[config.mk]
export PLATFORM = sky130hd
export DESIGN_NAME = fp_ret_collect
export DESIGN_NICKNAME = d
export VERILOG_FILES = /design/src/rtl/fp_ret_collect.sv
export SDC_FILE = /design/constraint.sdc
export NUM_CORES = 1
export LEC_CHECK = 0
export BUFFER_PORTS_ARGS = -buffer_cell sky130_fd_sc_hd__clkbuf_2
export CORE_MARGIN = 2
export CORE_UTILIZATION = 25
export CTS_CLUSTER_DIAMETER = 150
export CTS_CLUSTER_SIZE = 16
export DETAILED_ROUTE_END_ITERATION = 10
export MAX_ROUTING_LAYER = met4
export PLACE_DENSITY_LB_ADDON = 0.1
export SYNTH_ARGS = -nofsm -noshare
export SYNTH_HDL_FRONTEND = slang
export SYNTH_SLANG_ARGS = --single-unit
[constraint.sdc]
create_clock -name clk -period 6.95 [get_ports clk]
set_clock_uncertainty 0.1 [all_clocks]
set_input_delay 0.695 -clock clk [delete_from_list [all_inputs] [get_ports clk]]
set_output_delay 0.695 -clock clk [all_outputs]
set_load 0.05 [all_outputs]
[src/rtl/fp_ret_collect.sv]
// Collects the three FP retire channels into an in-order FIFO and hands them to retire logic.
// Optional zero-latency bypass on an empty FIFO when FP_RET_BYPASS_EN is defined.
module fp_ret_collect #(
  parameter int unsigned DEPTH = 8,
  parameter int unsigned PTR_W = 3
) (
  input  logic        clk,
  input  logic        rst,
  input  logic [13:0] u1_ret,
  input  logic        u1_ret_en,
  input  logic [13:0] u3_ret,
  input  logic        u3_ret_en,
  input  logic [13:0] u5_ret,
  input  logic        u5_ret_en,
  output logic        out_valid,
  input  logic        out_ready,
  output logic [1:0]  out_port,
  output logic [13:0] out_ret,
  output logic        ret_stall,
  output logic [4:0]  flags,
  input  logic        flags_clr,
  output logic        ovf_err
);

  localparam int unsigned CW = PTR_W + 1;
  localparam logic [CW-1:0] DepthC = CW'(DEPTH);

  logic [13:0]      ret_mem  [DEPTH];
  logic [1:0]       port_mem [DEPTH];
  logic [CW-1:0]    wr_ptr_q, rd_ptr_q, count_q, count_d;
  logic [1:0]       last_port_q;
  logic [13:0]      last_ret_q;

  logic [2:0]       en;
  logic [13:0]      word [3];
  logic             fifo_valid, pop_fifo, pop_any, drop;
  logic [2:0]       skip, wr_en;
  logic [PTR_W-1:0] wr_slot [3];
  logic [PTR_W-1:0] rd_idx;
  logic [CW-1:0]    free, n_push;

  assign en         = {u5_ret_en, u3_ret_en, u1_ret_en};
  assign word[0]    = u1_ret;
  assign word[1]    = u3_ret;
  assign word[2]    = u5_ret;
  assign fifo_valid = (count_q != '0);
  assign rd_idx     = rd_ptr_q[PTR_W-1:0];
  assign pop_fifo   = fifo_valid && out_ready;
  assign pop_any    = out_valid && out_ready;

`ifdef FP_RET_BYPASS_EN
  logic        byp_valid;
  logic [1:0]  byp_port;
  logic [13:0] byp_ret;

  assign byp_valid = !fifo_valid && (en != 3'b000);

  always_comb begin
    byp_port = 2'd2;
    byp_ret  = u5_ret;
    if (u1_ret_en) begin
      byp_port = 2'd0;
      byp_ret  = u1_ret;
    end else if (u3_ret_en) begin
      byp_port = 2'd1;
      byp_ret  = u3_ret;
    end
  end

  // A consumed bypass channel is the lowest set enable; it never enters the FIFO.
  assign skip = (byp_valid && out_ready) ? (en & (~en + 3'd1)) : 3'b000;

  always_comb begin
    out_valid = fifo_valid || byp_valid;
    if (fifo_valid) begin
      out_port = port_mem[rd_idx];
      out_ret  = ret_mem[rd_idx];
    end else if (byp_valid) begin
      out_port = byp_port;
      out_ret  = byp_ret;
    end else begin
      out_port = last_port_q;
      out_ret  = last_ret_q;
    end
  end
`else
  assign skip = 3'b000;

  always_comb begin
    out_valid = fifo_valid;
    if (fifo_valid) begin
      out_port = port_mem[rd_idx];
      out_ret  = ret_mem[rd_idx];
    end else begin
      out_port = last_port_q;
      out_ret  = last_ret_q;
    end
  end
`endif

  // The slot freed by a same-cycle pop is available to this cycle's pushes.
  assign free = DepthC - count_q + CW'(pop_fifo);

  always_comb begin
    n_push = '0;
    drop   = 1'b0;
    wr_en  = 3'b000;
    for (int i = 0; i < 3; i++) begin
      wr_slot[i] = wr_ptr_q[PTR_W-1:0] + n_push[PTR_W-1:0];
      if (en[i] && !skip[i]) begin
        if (n_push < free) begin
          wr_en[i] = 1'b1;
          n_push   = n_push + 1'b1;
        end else begin
          drop = 1'b1;
        end
      end
    end
  end

  assign count_d = count_q + n_push - CW'(pop_fifo);

  always_ff @(posedge clk) begin
    for (int k = 0; k < 3; k++) begin
      if (wr_en[k]) begin
        ret_mem[wr_slot[k]]  <= word[k];
        port_mem[wr_slot[k]] <= 2'(k);
      end
    end
  end

  always_ff @(posedge clk) begin
    if (rst) begin
      wr_ptr_q    <= '0;
      rd_ptr_q    <= '0;
      count_q     <= '0;
      last_port_q <= 2'd0;
      last_ret_q  <= 14'd0;
      ret_stall   <= 1'b0;
      flags       <= 5'd0;
      ovf_err     <= 1'b0;
    end else begin
      wr_ptr_q  <= wr_ptr_q + n_push;
      rd_ptr_q  <= rd_ptr_q + CW'(pop_fifo);
      count_q   <= count_d;
      // Keep headroom for three completions already in flight when issue stops.
      ret_stall <= (DepthC - count_d) < CW'(3);
      ovf_err   <= ovf_err | drop;
      flags     <= (flags_clr ? 5'd0 : flags) | (pop_any ? out_ret[4:0] : 5'd0);
      if (pop_any) begin
        last_port_q <= out_port;
        last_ret_q  <= out_ret;
      end
    end
  end

endmodule

Yosys cells after proc, flatten, opt, wreduce, memory -nomap -nowiden
Memory sizes are Yosys's and may differ from the RTL's. A register that Yosys moved wholly into a read port is not among the register bits.
Cells that the tools add are included.

storage, ports and cells
  register bits after elaboration = 35
  latch bits = 0
  memory bits (writable) = 128
  ROM bits = 0
  output and inout bits = 24
  memories = 2

cells by class
  $add $sub $neg = 11
  multiply operators = 0
  div/mod/pow operators = 0
  order comparisons = 4
  eq/ne operators = 0
  shift operators = 0
  mux-type cells = 30
  bitwise operators = 2
  reduce and logical (&&, ||, !) cells = 2

memory list
  memory    depth  bits a word  rd ports  clocked after Yosys merged registers in  wr ports  RTL line  RTL
  ret_mem   8      14           1         1                                        3         28        logic [13:0] ret_mem [DEPTH];
  port_mem  8      2            1         1                                        3         29        logic [1:0] port_mem [DEPTH];

operators by type and width
  kind                   count
  $mux W4                5
  $mux W1                19
  $mux W14               1
  $mux W5                2
  $add A4 B1 Y4          2
  $add A4 B1 Y4 const B  2
  $add A4 B4 Y4          2
  $lt A4 B4 Y1           2
  $sub A4 B4 Y4 const A  2
  $add A3 B3 Y3          2
  $mux W3                2
  $or A5 B5 Y5           1
  $lt A1 B4 Y1 const A   1
  $lt A4 B2 Y1 const B   1
  $reduce_bool A4 Y1     1
  $sub A4 B1 Y4          1
  $mux W2                1
  $logic_and A1 B1 Y1    1
  $or A1 B1 Y1           1

Longest topological paths before layout
Gate-level depths: netlist (run 1).

  depth after elaboration = 16
  gate-level depth with buffers = 30

Least setup slack after synthesis (run 1)
OpenSTA, ideal clock, no wires.

  path type = register to register
  from = register count_q[1]
  to = memory ret_mem[2][0] (enable)
  data arrival time = 5.475 ns
  required time = 6.338 ns
  setup slack = 0.864 ns
  cell stages (with the launch flop) = 23
  buffers on the path = 4
  cells stage by stage = dfxtp_1 -> or4_1 -> clkbuf_1 -> nand2_1 -> ha_1 -> inv_1 -> ha_1 -> or3b_4 -> o31a_1 -> buf_6 -> o31ai_4 -> inv_2 -> ha_1 -> nand2_1 -> o21ai_1 -> ha_1 -> inv_1 -> fa_1 -> buf_1 -> nor2_1 -> nand3b_4 -> buf_4 -> o311ai_0

RTL lines
  what                      RTL line  RTL
  start: declaration        30        logic [CW-1:0] wr_ptr_q, rd_ptr_q, count_q, count_d;
  start signal: assignment  145       count_q <= count_d;
  end: declaration          28

Worst setup path after layout (run 1)
  from = register count_q[1]
  to = register ret_stall

between the ends
  word-level cells in the longest chain between the ends = 16
  elaborated cells on any way between the ends = 19
  those cells by class = 7 x add/sub; 4 x order compare; 6 x mux; 2 x reduce/logical

ends and longest elaborated chain
  what                                                    RTL line  RTL
  branches (longest 13 deep; another with $sub A4 B4 Y4)  --
  $sub A4 B1 Y4 *                                         121       assign count_d = count_q + n_push - CW'(pop_fifo);
  $sub A4 B4 Y4 *                                         147       ret_stall <= (DepthC - count_d) < CW'(3);
  $lt A4 B2 Y1 *                                          147
  end signal: assignment                                  147
  end: declaration                                        19        output logic ret_stall,

Mark *: on every way between the ends.
A chain may end at the register's enable or synchronous reset.

==> flow_summary.ini, run 1 <==
[logic_synthesis]
yosysSeqAreaShare_pct = 44.1
yosysWarnings = 0
synthArstFlopShare_pct = 0
synth_nets = 801
syn_area_um2 = 9860
synth_top_area_share_pct = 34.1
synth_edf_count = 112
netlist_top_cells_count = mux2_2 (164), edfxtp_1 (112), dfxtp_1 (49)
yosysMostFrequentCell = mux2_2
synth_cells = 732
ys_types = 57
synth_top_area_cell = edfxtp_1
synth_ff_type = edfxtp_1
synthTopCellsByArea = edfxtp_1 (34%), mux2_2 (19%), dfxtp_1 (10%)
postSynthAreaPerCell_um2 = 13.5
synth-seq-cells = 161

[detailed_routing]
routed_wirelength_mm = 30.7
first_iter_violations = 338
vias_per_cell = 4.75
ant_nets = 0
wl_per_cell_um = 23.2
first_pass_iters = 4
via_count = 6304
drc_errors = 0

[clocking]
cts_tree = done
hold_buffers = 0
cts_sinks = 161
cts.path.max_buffers = 2
cts_root_buf = clkbuf_16
cts_made_buffers = 17
clk_pin_slew_ns = 0.06
post-cts-setup-buffers = 0
clk-insertion-delay-late_ns = 0.44
cts-resized-gates = 0
cts_max_level = 4

[place]
placement.io_buffers = 72
hpwl_mm = 20.3
dp_cells = 1296
gp_congestion = 0.743

[final_layout]
seqCellArea_um2 = 4350
fin_nets = 866
layout-drive-gt1-share_pct = 44.3
areaGrowthSynthToFinish_pct = 15.3
fillers = 3951
fin_cells = 1327
multi_input_area_um2 = 5200
antenna_cells = 0

[sta]
maxSlewViolCount = 0
grt_setup_unrepaired = false
finalSetupViolCount = 0
tightest_slew_ns = 1.14
slew_headroom_pct = 24.2
fmax_mhz = 155
min_period_over_period_pct = 93.0
fin_crit_ns = 6.47
timing_hold_violations_final = 0
timing.setup.tns_ns = 0

[worst_setup_path]
rr_endpoint = ret_stall
start_kind = flip-flop
regToRegSetupSlack_ns = 0.48
arrival_ns = 6.65
worstPathRequired_ns = 7.13
reg2reg_depth = 26
worst_setup_path_end_kind = flip-flop
reg2reg_from = count_q[1]
crit_path_max_fanout = 13
startpoint = count_q[1]
critPathKind = flip-flop to flip-flop
crit_path_end = ret_stall

[floorplanning]
dieArea_um2 = 41000
core_area_um2 = 38800
initial_utilization_pct = 25.4
rows = 72
die_w_um = 203
ios = 73
die_h_um = 203

[global_routing]
antenna_found_initial = 0
grt_overflow = 0
grt_pass1_vias = 6664
grt_pass1_wl_mm = 46.0
grt_max_degree = 34
grt_use_total_pct = 15.9

[power_and_ir_drop]
power_density_nw_per_um2 = 502
peakVddDrop_uv = 152
power_leakage_nw = 4.10

[hold_path]
hold_class = flip-flop to flip-flop

[run_status]
status = finished clean

[flow_run]
drv_cap = 0
[registers in the layout, summed over array words and instances, names as in the netlist, 2 cells and up]
name	flops
wr_ptr_q	3
count_q	4
port_mem	16
last_port_q	2
last_ret_q	14
rd_ptr_q	3
ret_mem	112
flags	5
[where the power goes]
part,leakage [nW],internal [W],switching (W),total (W)
logic,2.39,0.00111,0.00191,0.00302
clock network,0.270,0.000558,0.000400,0.000959
registers,1.44,0.00152,0.000206,0.00172
total,4.10,0.00318,0.00252,0.00570
[through the flow]
step           total power, W  util (%)  instance area, µm²  hold slack, ns  setup WS, ns
2_1_floorplan         0.00385         -                9860           0.320         0.864
3_3_place_gp          0.00477      27.8               10800           0.344         0.660
3_5_place_dp          0.00479      27.8               10800           0.345         0.526
4_1_cts               0.00577      29.3               11400           0.365         0.491
5_1_grt               0.00605      29.3               11400           0.382        0.0208
6_report              0.00570      29.3               11400           0.365         0.484
[layout by cell type, fill, tap and decap left out, drive strengths merged, types with 17 or more instances in the layout]
cell type and n:
a21oi 34, inv 23, nor2 37, dfxtp 49, nand2 21, mux2 224, ha 17, clkbuf 91
buf 19, mux4 32, edfxtp 112
[critical path: stages, from the launching register on]
cell,delay (ns)
dfxtp_1,0.35
or4_1,0.57
nand2_1,0.26
ha_1,0.28
inv_1,0.06
ha_1,0.19
or3b_4,0.40
o31a_1,0.29
o31ai_4,0.28
inv_2,0.09
ha_1,0.20
nand2_1,0.15
inv_1,0.08
ha_1,0.20
a21o_1,0.15
o32ai_1,0.30
o21a_1,0.62
nand2_1,0.15
o21a_1,0.17
ha_1,0.33
inv_1,0.06
ha_1,0.29
a21o_1,0.17
a21oi_1,0.17
xnor2_1,0.19
nand4bb_1,0.17
a21oi_1,0.06
[cell families (layout without fill, tap and decap cells)]
| group | after synthesis | after routing | synth area share [%] |
|---|---|---|---|
| compound gates | 94 | 94 | 6.99 |
| xor+xnor | 11 | 11 | 0.977 |
| fa+ha+maj | 21 | 21 | 2.87 |
| buf+inv | 68 | 145 | 3.64 |
| flops | 161 | 161 | 44.1 |
| mux | 272 | 272 | 35.1 |
| simple gates | 105 | 105 | 6.40 |
[per-layer routing]
metal | GRT usage, % | share of wire [%] | wire length [µm] | vias up
li1 | - | - | - | 2945
met1 | 20.2 | 46 | 14000 | 3218
met2 | 26.5 | 50 | 15300 | 116
met3 | 2.89 | 3.2 | 976 | 25
met4 | 3.62 | 1.4 | 422 | 0
met5 | - | 0 | 0 | -
[worst min-delay path by stage]
stage / start / end / slack, ns / depth (start not counted)
after floorplan: port_mem[7][1] / port_mem[7][1] / 0.32 / 1
after global placement: port_mem[6][1] / port_mem[6][1] / 0.34 / 1
after detailed placement: port_mem[5][1] / port_mem[5][1] / 0.35 / 1
after CTS: port_mem[5][1] / port_mem[5][1] / 0.37 / 1
after global routing: port_mem[5][1] / port_mem[5][1] / 0.38 / 1
final: last_ret_q[2] / last_ret_q[2] / 0.37 / 2
[layout make-up]
class / instances / share of cell area (%)
multi-input cells: 503 / 45.8
clock buffers: 19 / 3.81
flip-flops and latches: 161 / 38.3
clock inverters: 12 / 1.26
inverters: 23 / 0.760
well taps: 518 / 5.70
repair buffers: 91 / 4.43
Note: power is estimated with default switching activity, not from simulation.
==> run 2, diff against run 1 <==
--- a/config.mk
+++ b/config.mk
@@ -12,7 +12,6 @@
 export CTS_CLUSTER_SIZE = 16
 export DETAILED_ROUTE_END_ITERATION = 10
 export MAX_ROUTING_LAYER = met4
-export PLACE_DENSITY_LB_ADDON = 0.1
 export SYNTH_ARGS = -nofsm -noshare
 export SYNTH_HDL_FRONTEND = slang
 export SYNTH_SLANG_ARGS = --single-unit
==> run 2 against run 1 <==
First-iteration DRC count increased by 20%. Die area unchanged. Sequential share of layout area grew 0.13 points. Combinational power down 3%. Setup slack better by 0.30 ns. Sequential power decreased by 3%. Wire length down 12%. Cell count rose by 0.23%. Cell area fell by 0.43%. Hold slack got worse by 0.0081 ns. Count of clock-buffer cells in the layout down 1. Non-clock buffer count shrank 2.
==> flow_summary.ini, run 2 (same netlist as run 1, synthesis figures left out) <==
[worst_setup_path]
crit_path_max_fanout = 17
regToRegSetupSlack_ns = 0.78
worst_setup_path_end_kind = flip-flop
arrival_ns = 6.13
rr_endpoint = ret_mem[7][5]
reg2reg_depth = 19
critPathKind = flip-flop to flip-flop
reg2reg_from = count_q[1]
worstPathRequired_ns = 6.91
start_kind = flip-flop

[place]
gp_congestion = 0.773
hpwl_mm = 17.9
placed_cell_area_um2 = 10700
placement.io_buffers = 72

[floorplanning]
core_area_um2 = 38800
rows = 72
initial_utilization_pct = 25.4
ios = 73
dieArea_um2 = 41000
die_h_um = 203
die_w_um = 203

[clocking]
cts_made_buffers = 17
cts_sinks = 161
post-cts-setup-buffers = 0
hold_buffers = 0
clk_pin_slew_ns = 0.07
cts.path.max_buffers = 2
cts_root_buf = clkbuf_16
cts-resized-gates = 0
clk-insertion-delay-late_ns = 0.44
cts_tree = done
cts_max_level = 4

[detailed_routing]
wl_per_cell_um = 20.3
drc_errors = 0
first_iter_violations = 405
via_count = 6280
first_pass_iters = 4
routed_wirelength_mm = 27.0
vias_per_cell = 4.72
ant_nets = 0

[global_routing]
grt_overflow = 0
grt_max_degree = 34
grt_pass1_wl_mm = 41.3
grt_pass1_vias = 6580
antenna_found_initial = 3
grt_use_total_pct = 13.9

[power_and_ir_drop]
power_density_nw_per_um2 = 486
peakVddDrop_uv = 226
power_leakage_nw = 4.08

[hold_path]
hold_class = flip-flop to flip-flop
whs_endpoint = port_mem[7][1]
min_from = port_mem[7][1]
whs_path_depth = 1

[final_layout]
areaGrowthSynthToFinish_pct = 14.8
stdcell_area_um2 = 11300
fin_nets = 864
final_common_cell = mux2_2
largest_reg_flops = 112
mostFrequentLayoutCells = mux2_2 (164), edfxtp_1 (112), clkbuf_2 (72)
finish.utilization_pct = 29.1
layout-drive-gt1-share_pct = 44.1

[flow_run]
drv_cap = 0

[sta]
finalSetupViolCount = 0
timing.setup.tns_ns = 0
grt_setup_unrepaired = false
min_period_over_period_pct = 88.7
slew_headroom_pct = 37.4
fmax_mhz = 162
timing_hold_violations_final = 0
maxSlewViolCount = 0
fin_crit_ns = 6.17
tightest_slew_ns = 0.937

[run_status]
status = finished clean
## run 2: cell count changes in the layout (fill, tap and decap cells not counted), sizes merged
cell      change
inv           +5
diode         +4
clkinvlp      -3
buf           -2
bufinv        -2
clkinv        +2
clkbuf        -1
## run 2: worst max-delay path, stage by stage, from the launching register on
cell and delay (ns):
dfxtp_1 0.34, or4_1 0.55, nand2_1 0.22, ha_1 0.26
inv_1 0.07, ha_1 0.19, or3b_4 0.39, o31a_1 0.24
o31ai_4 0.25, inv_2 0.09, ha_1 0.32, nand2_1 0.06
o21ai_1 0.22, ha_1 0.21, inv_1 0.04, fa_1 0.41
xor2_1 0.25, nor2_1 0.39, nand3_4 0.38, nand2_1 0.81
## run 2: layout make-up
| class | instances | area [µm²] |
|---|---|---|
| Clock inverter | 14 | 129 |
| Sequential cell | 161 | 4350 |
| Inverter | 23 | 86.3 |
| Multi-Input combinational cell | 503 | 5180 |
| Timing Repair Buffer | 89 | 488 |
| Fill cell | 3899 | 27500 |
| Clock buffer | 18 | 429 |
| Tap cell | 518 | 648 |
| Antenna cell | 4 | 10.0 |
## run 2: how the worst max path moves through the flow
stage	start	endpoint	slack [ns]
finish	count_q[1]	ret_mem[7][5]	0.78
global route	count_q[1]	ret_stall	0.32
CTS	count_q[1]	ret_mem[7][11]	0.74
detailed placement	count_q[1]	ret_mem[7][9]	0.76
global placement	count_q[1]	ret_mem[7][11]	0.87
floorplan	count_q[1]	ret_mem[2][0]	0.86
## run 2: metrics by stage
step	power [W]	setup slack, ns	cells	hold WS, ns
final	0.00550	0.783	1330	0.357
after global routing	0.00583	0.322	1329	0.372
after CTS	0.00555	0.740	1326	0.359
after detailed placement	0.00463	0.764	1294	0.339
after global placement	0.00459	0.871	1294	0.336
after floorplan	0.00385	0.864	732	0.320
## run 2: routing by layer
metal,global-route usage (%),vias up,share of wire (%)
met5,-,-,0
met4,4.54,0,1.8
met3,2.58,28,4.7
met2,22.3,148,48
met1,17.6,3147,46
li1,-,2957,-
## run 2: where the power goes
part	leakage, nW	internal, W	switching [W]
Combinational	2.37	0.00109	0.00184
Clock	0.271	0.000498	0.000415
Sequential	1.44	0.00152	0.000143
Total	4.08	0.00310	0.00240
==> run 3, diff against run 2 <==
--- a/config.mk
+++ b/config.mk
@@ -5,7 +5,9 @@
 export SDC_FILE = /design/constraint.sdc
 export NUM_CORES = 1
 export LEC_CHECK = 0
+export ABC_AREA = 1
 export BUFFER_PORTS_ARGS = -buffer_cell sky130_fd_sc_hd__clkbuf_2
+export CORE_ASPECT_RATIO = 1.5
 export CORE_MARGIN = 2
 export CORE_UTILIZATION = 25
 export CTS_CLUSTER_DIAMETER = 150
==> run 3 against run 2 <==
Fmax up 1.7%. Highest routed layer unchanged. Synthesized area about the same. Non-clock buffer count grew 9. Largest power group unchanged. Count of clock-buffer cells in the layout is 7 higher.
==> flow_summary.ini, run 3 <==
[logic_synthesis]
syn_area_um2 = 9870
netlist_top_cells_count = nand2_1 (457), o21ai_0 (168), nand3_1 (120)
ys_types = 37
yosysSeqAreaShare_pct = 44.0
yosysMostFrequentCell = nand2_1
synth_top_area_share_pct = 34.1
synth_top_area_cell = edfxtp_1
synth_edf_count = 112
synth_ff_type = edfxtp_1
synthArstFlopShare_pct = 0
postSynthAreaPerCell_um2 = 7.31
synth-seq-cells = 161
synth_cells = 1349
synthTopCellsByArea = edfxtp_1 (34%), nand2_1 (17%), dfxtp_1 (9.9%)
yosysWarnings = 0
synth_nets = 1418

[power_and_ir_drop]
p_sw_w = 0.00288
p_clk_share_pct = 16.2
seq_power_share_pct = 29.7
p_int_w = 0.00288
combPwrFrac_pct = 54.1
power_leakage_nw = 5.09
peakVddDrop_uv = 269
swShare_pct = 50.0
total_power_w = 0.00576
power_density_nw_per_um2 = 520

[final_layout]
fin_nets = 1423
fin_cells = 1868
mostFrequentLayoutCells = nand2_1 (457), o21ai_0 (168), nand3_1 (120)
layout-drive-gt1-share_pct = 11.0
final_common_cell = nand2_1
areaGrowthSynthToFinish_pct = 12.4
largest_reg_flops = 112

[sta]
timing.setup.tns_ns = 0
finalSetupViolCount = 0
fmax_mhz = 165
maxSlewViolCount = 0
fin_crit_ns = 6.06
grt_setup_unrepaired = false
slew_headroom_pct = 24.7
timing_hold_violations_final = 0
min_period_over_period_pct = 87.3
whs_ns = 0.354
tightest_slew_ns = 1.13

[hold_path]
whs_path_depth = 2
min_from = port_mem[4][1]
whs_endpoint = port_mem[4][1]
hold_class = flip-flop to flip-flop

[global_routing]
grt_overflow = 0
antenna_found_initial = 1
grt_pass1_wl_mm = 52.8
grt_max_degree = 106
grt_pass1_vias = 8983
grt_use_total_pct = 17.3

[floorplanning]
core_area_um2 = 39100
die_w_um = 166
dieArea_um2 = 41100
initial_utilization_pct = 25.2
die_h_um = 247
ios = 73
rows = 89

[place]
placement.io_buffers = 72
gp_congestion = 0.894
hpwl_mm = 22.6
dp_cells = 1835

[worst_setup_path]
reg2reg_depth = 23
worstPathRequired_ns = 6.90
start_kind = flip-flop
rr_endpoint = ret_mem[0][10]
cp_cell_sequence = nor4_2 -> buf_4 -> inv_1 -> nand2_1 -> ha_1 -> inv_1 -> ha_1 -> nor2_1 -> nand4_2 -> nand2_1 -> clkinv_1 -> ha_1 -> nand2_1 -> inv_1 -> ha_1 -> nand2_1 -> nand2_1 -> nand2_1 -> nand2_2 -> clkinv_2 -> buf_4 -> nand2_1 -> nand2_1
path_common_cell = nand2_1
crit_path_max_fanout = 105
critPathKind = flip-flop to flip-flop
reg2reg_from = count_q[2]
worst_setup_path_end_kind = flip-flop
crit_family = simple AND/OR/NAND/NOR gates
cp_slowest_cell = buf_4
critPathBufInv = 7
critPathMaxStageDelay_ns = 0.87
arrival_ns = 6.02
regToRegSetupSlack_ns = 0.89

[detailed_routing]
drc_errors = 0
wl_per_cell_um = 18.4
via_count = 9383
first_iter_violations = 1037
routed_wirelength_mm = 34.4
vias_per_cell = 5.02
first_pass_iters = 5
ant_nets = 0

[clocking]
cts-resized-gates = 0
cts_tree = done
clk-insertion-delay-late_ns = 0.43
clk_pin_slew_ns = 0.06
cts_made_buffers = 17
cts_root_buf = clkbuf_16
cts_max_level = 4
hold_buffers = 0
cts_sinks = 161
post-cts-setup-buffers = 0
cts.path.max_buffers = 2

[run_status]
status = finished clean

[flow_run]
drv_cap = 0
run 3: changes by cell type in the layout (fill, tap and decap cells not counted), moves of 50 or more:
cell,previous run,this run
nor2_1,37,95
nand3_1,2,120
o21ai_0,3,168
nand2_1,21,457
mux2_2,164,0
inv_1,21,71
run 3: power by group through the flow:
stage,Clock [W],Combinational [W],Sequential [W]
after floorplan,0,0.00215,0.00170
after global placement,0,0.00308,0.00172
after detailed placement,0,0.00313,0.00173
after CTS,0.000942,0.00314,0.00171
after global routing,0.000989,0.00346,0.00174
final,0.000934,0.00312,0.00171
run 3: layout make-up:
| class | count | area (µm²) |
|---|---|---|
| well taps | 500 | 626 |
| clock buffers | 25 | 541 |
| fillers | 4187 | 28000 |
| repair buffers | 98 | 556 |
| diodes | 1 | 2.50 |
| inverters | 79 | 298 |
| clock inverters | 7 | 42.5 |
| multi-input cells | 997 | 4680 |
| flip-flops and latches | 161 | 4350 |
run 3: how the worst max path moves through the flow:
stage | from | to | slack [ns] | cells after the start
global placement | count_q[1] | ret_mem[0][7] | 1.02 | 23
CTS | count_q[1] | ret_mem[0][11] | 0.87 | 23
detailed placement | count_q[1] | ret_mem[0][7] | 0.89 | 23
floorplan | count_q[1] | ret_stall | 2.24 | 28
finish | count_q[2] | ret_mem[0][10] | 0.89 | 23
global route | count_q[1] | ret_mem[0][9] | 0.42 | 23
run 3: kinds of logic after synthesis:
kind of cell | share of synthesized area [%]
AO/OA/AOI/OAI | 14.8
XOR/XNOR | 0.710
adder cells (fa/ha/maj) | 2.76
buffers and inverters | 8.60
flip-flops | 44.0
AND/OR/NAND/NOR | 29.1
run 3: metal layers:
metal	track usage [%]	wire length [µm]	up-vias
met5	-	0	-
met4	9.18	1600	0
met3	2.53	2490	97
met2	28.8	16600	437
met1	20.1	13700	4347
li1	-	-	4502
run 3: per-stage QoR:
stage / setup slack (ns) / utilization [%] / area (µm²)
after global routing: 0.417 / 28.4 / 11100
after floorplan: 2.24 / - / 9870
after detailed placement: 0.892 / 26.9 / 10500
final: 0.886 / 28.4 / 11100
after global placement: 1.02 / 26.9 / 10500
after CTS: 0.866 / 28.4 / 11100
run 3: worst min-delay path, delay by kind of cell, from the launching register on:
kind             cells  cell delay, ns
flip-flops           1            0.31
AND/OR/NAND/NOR      2            0.10
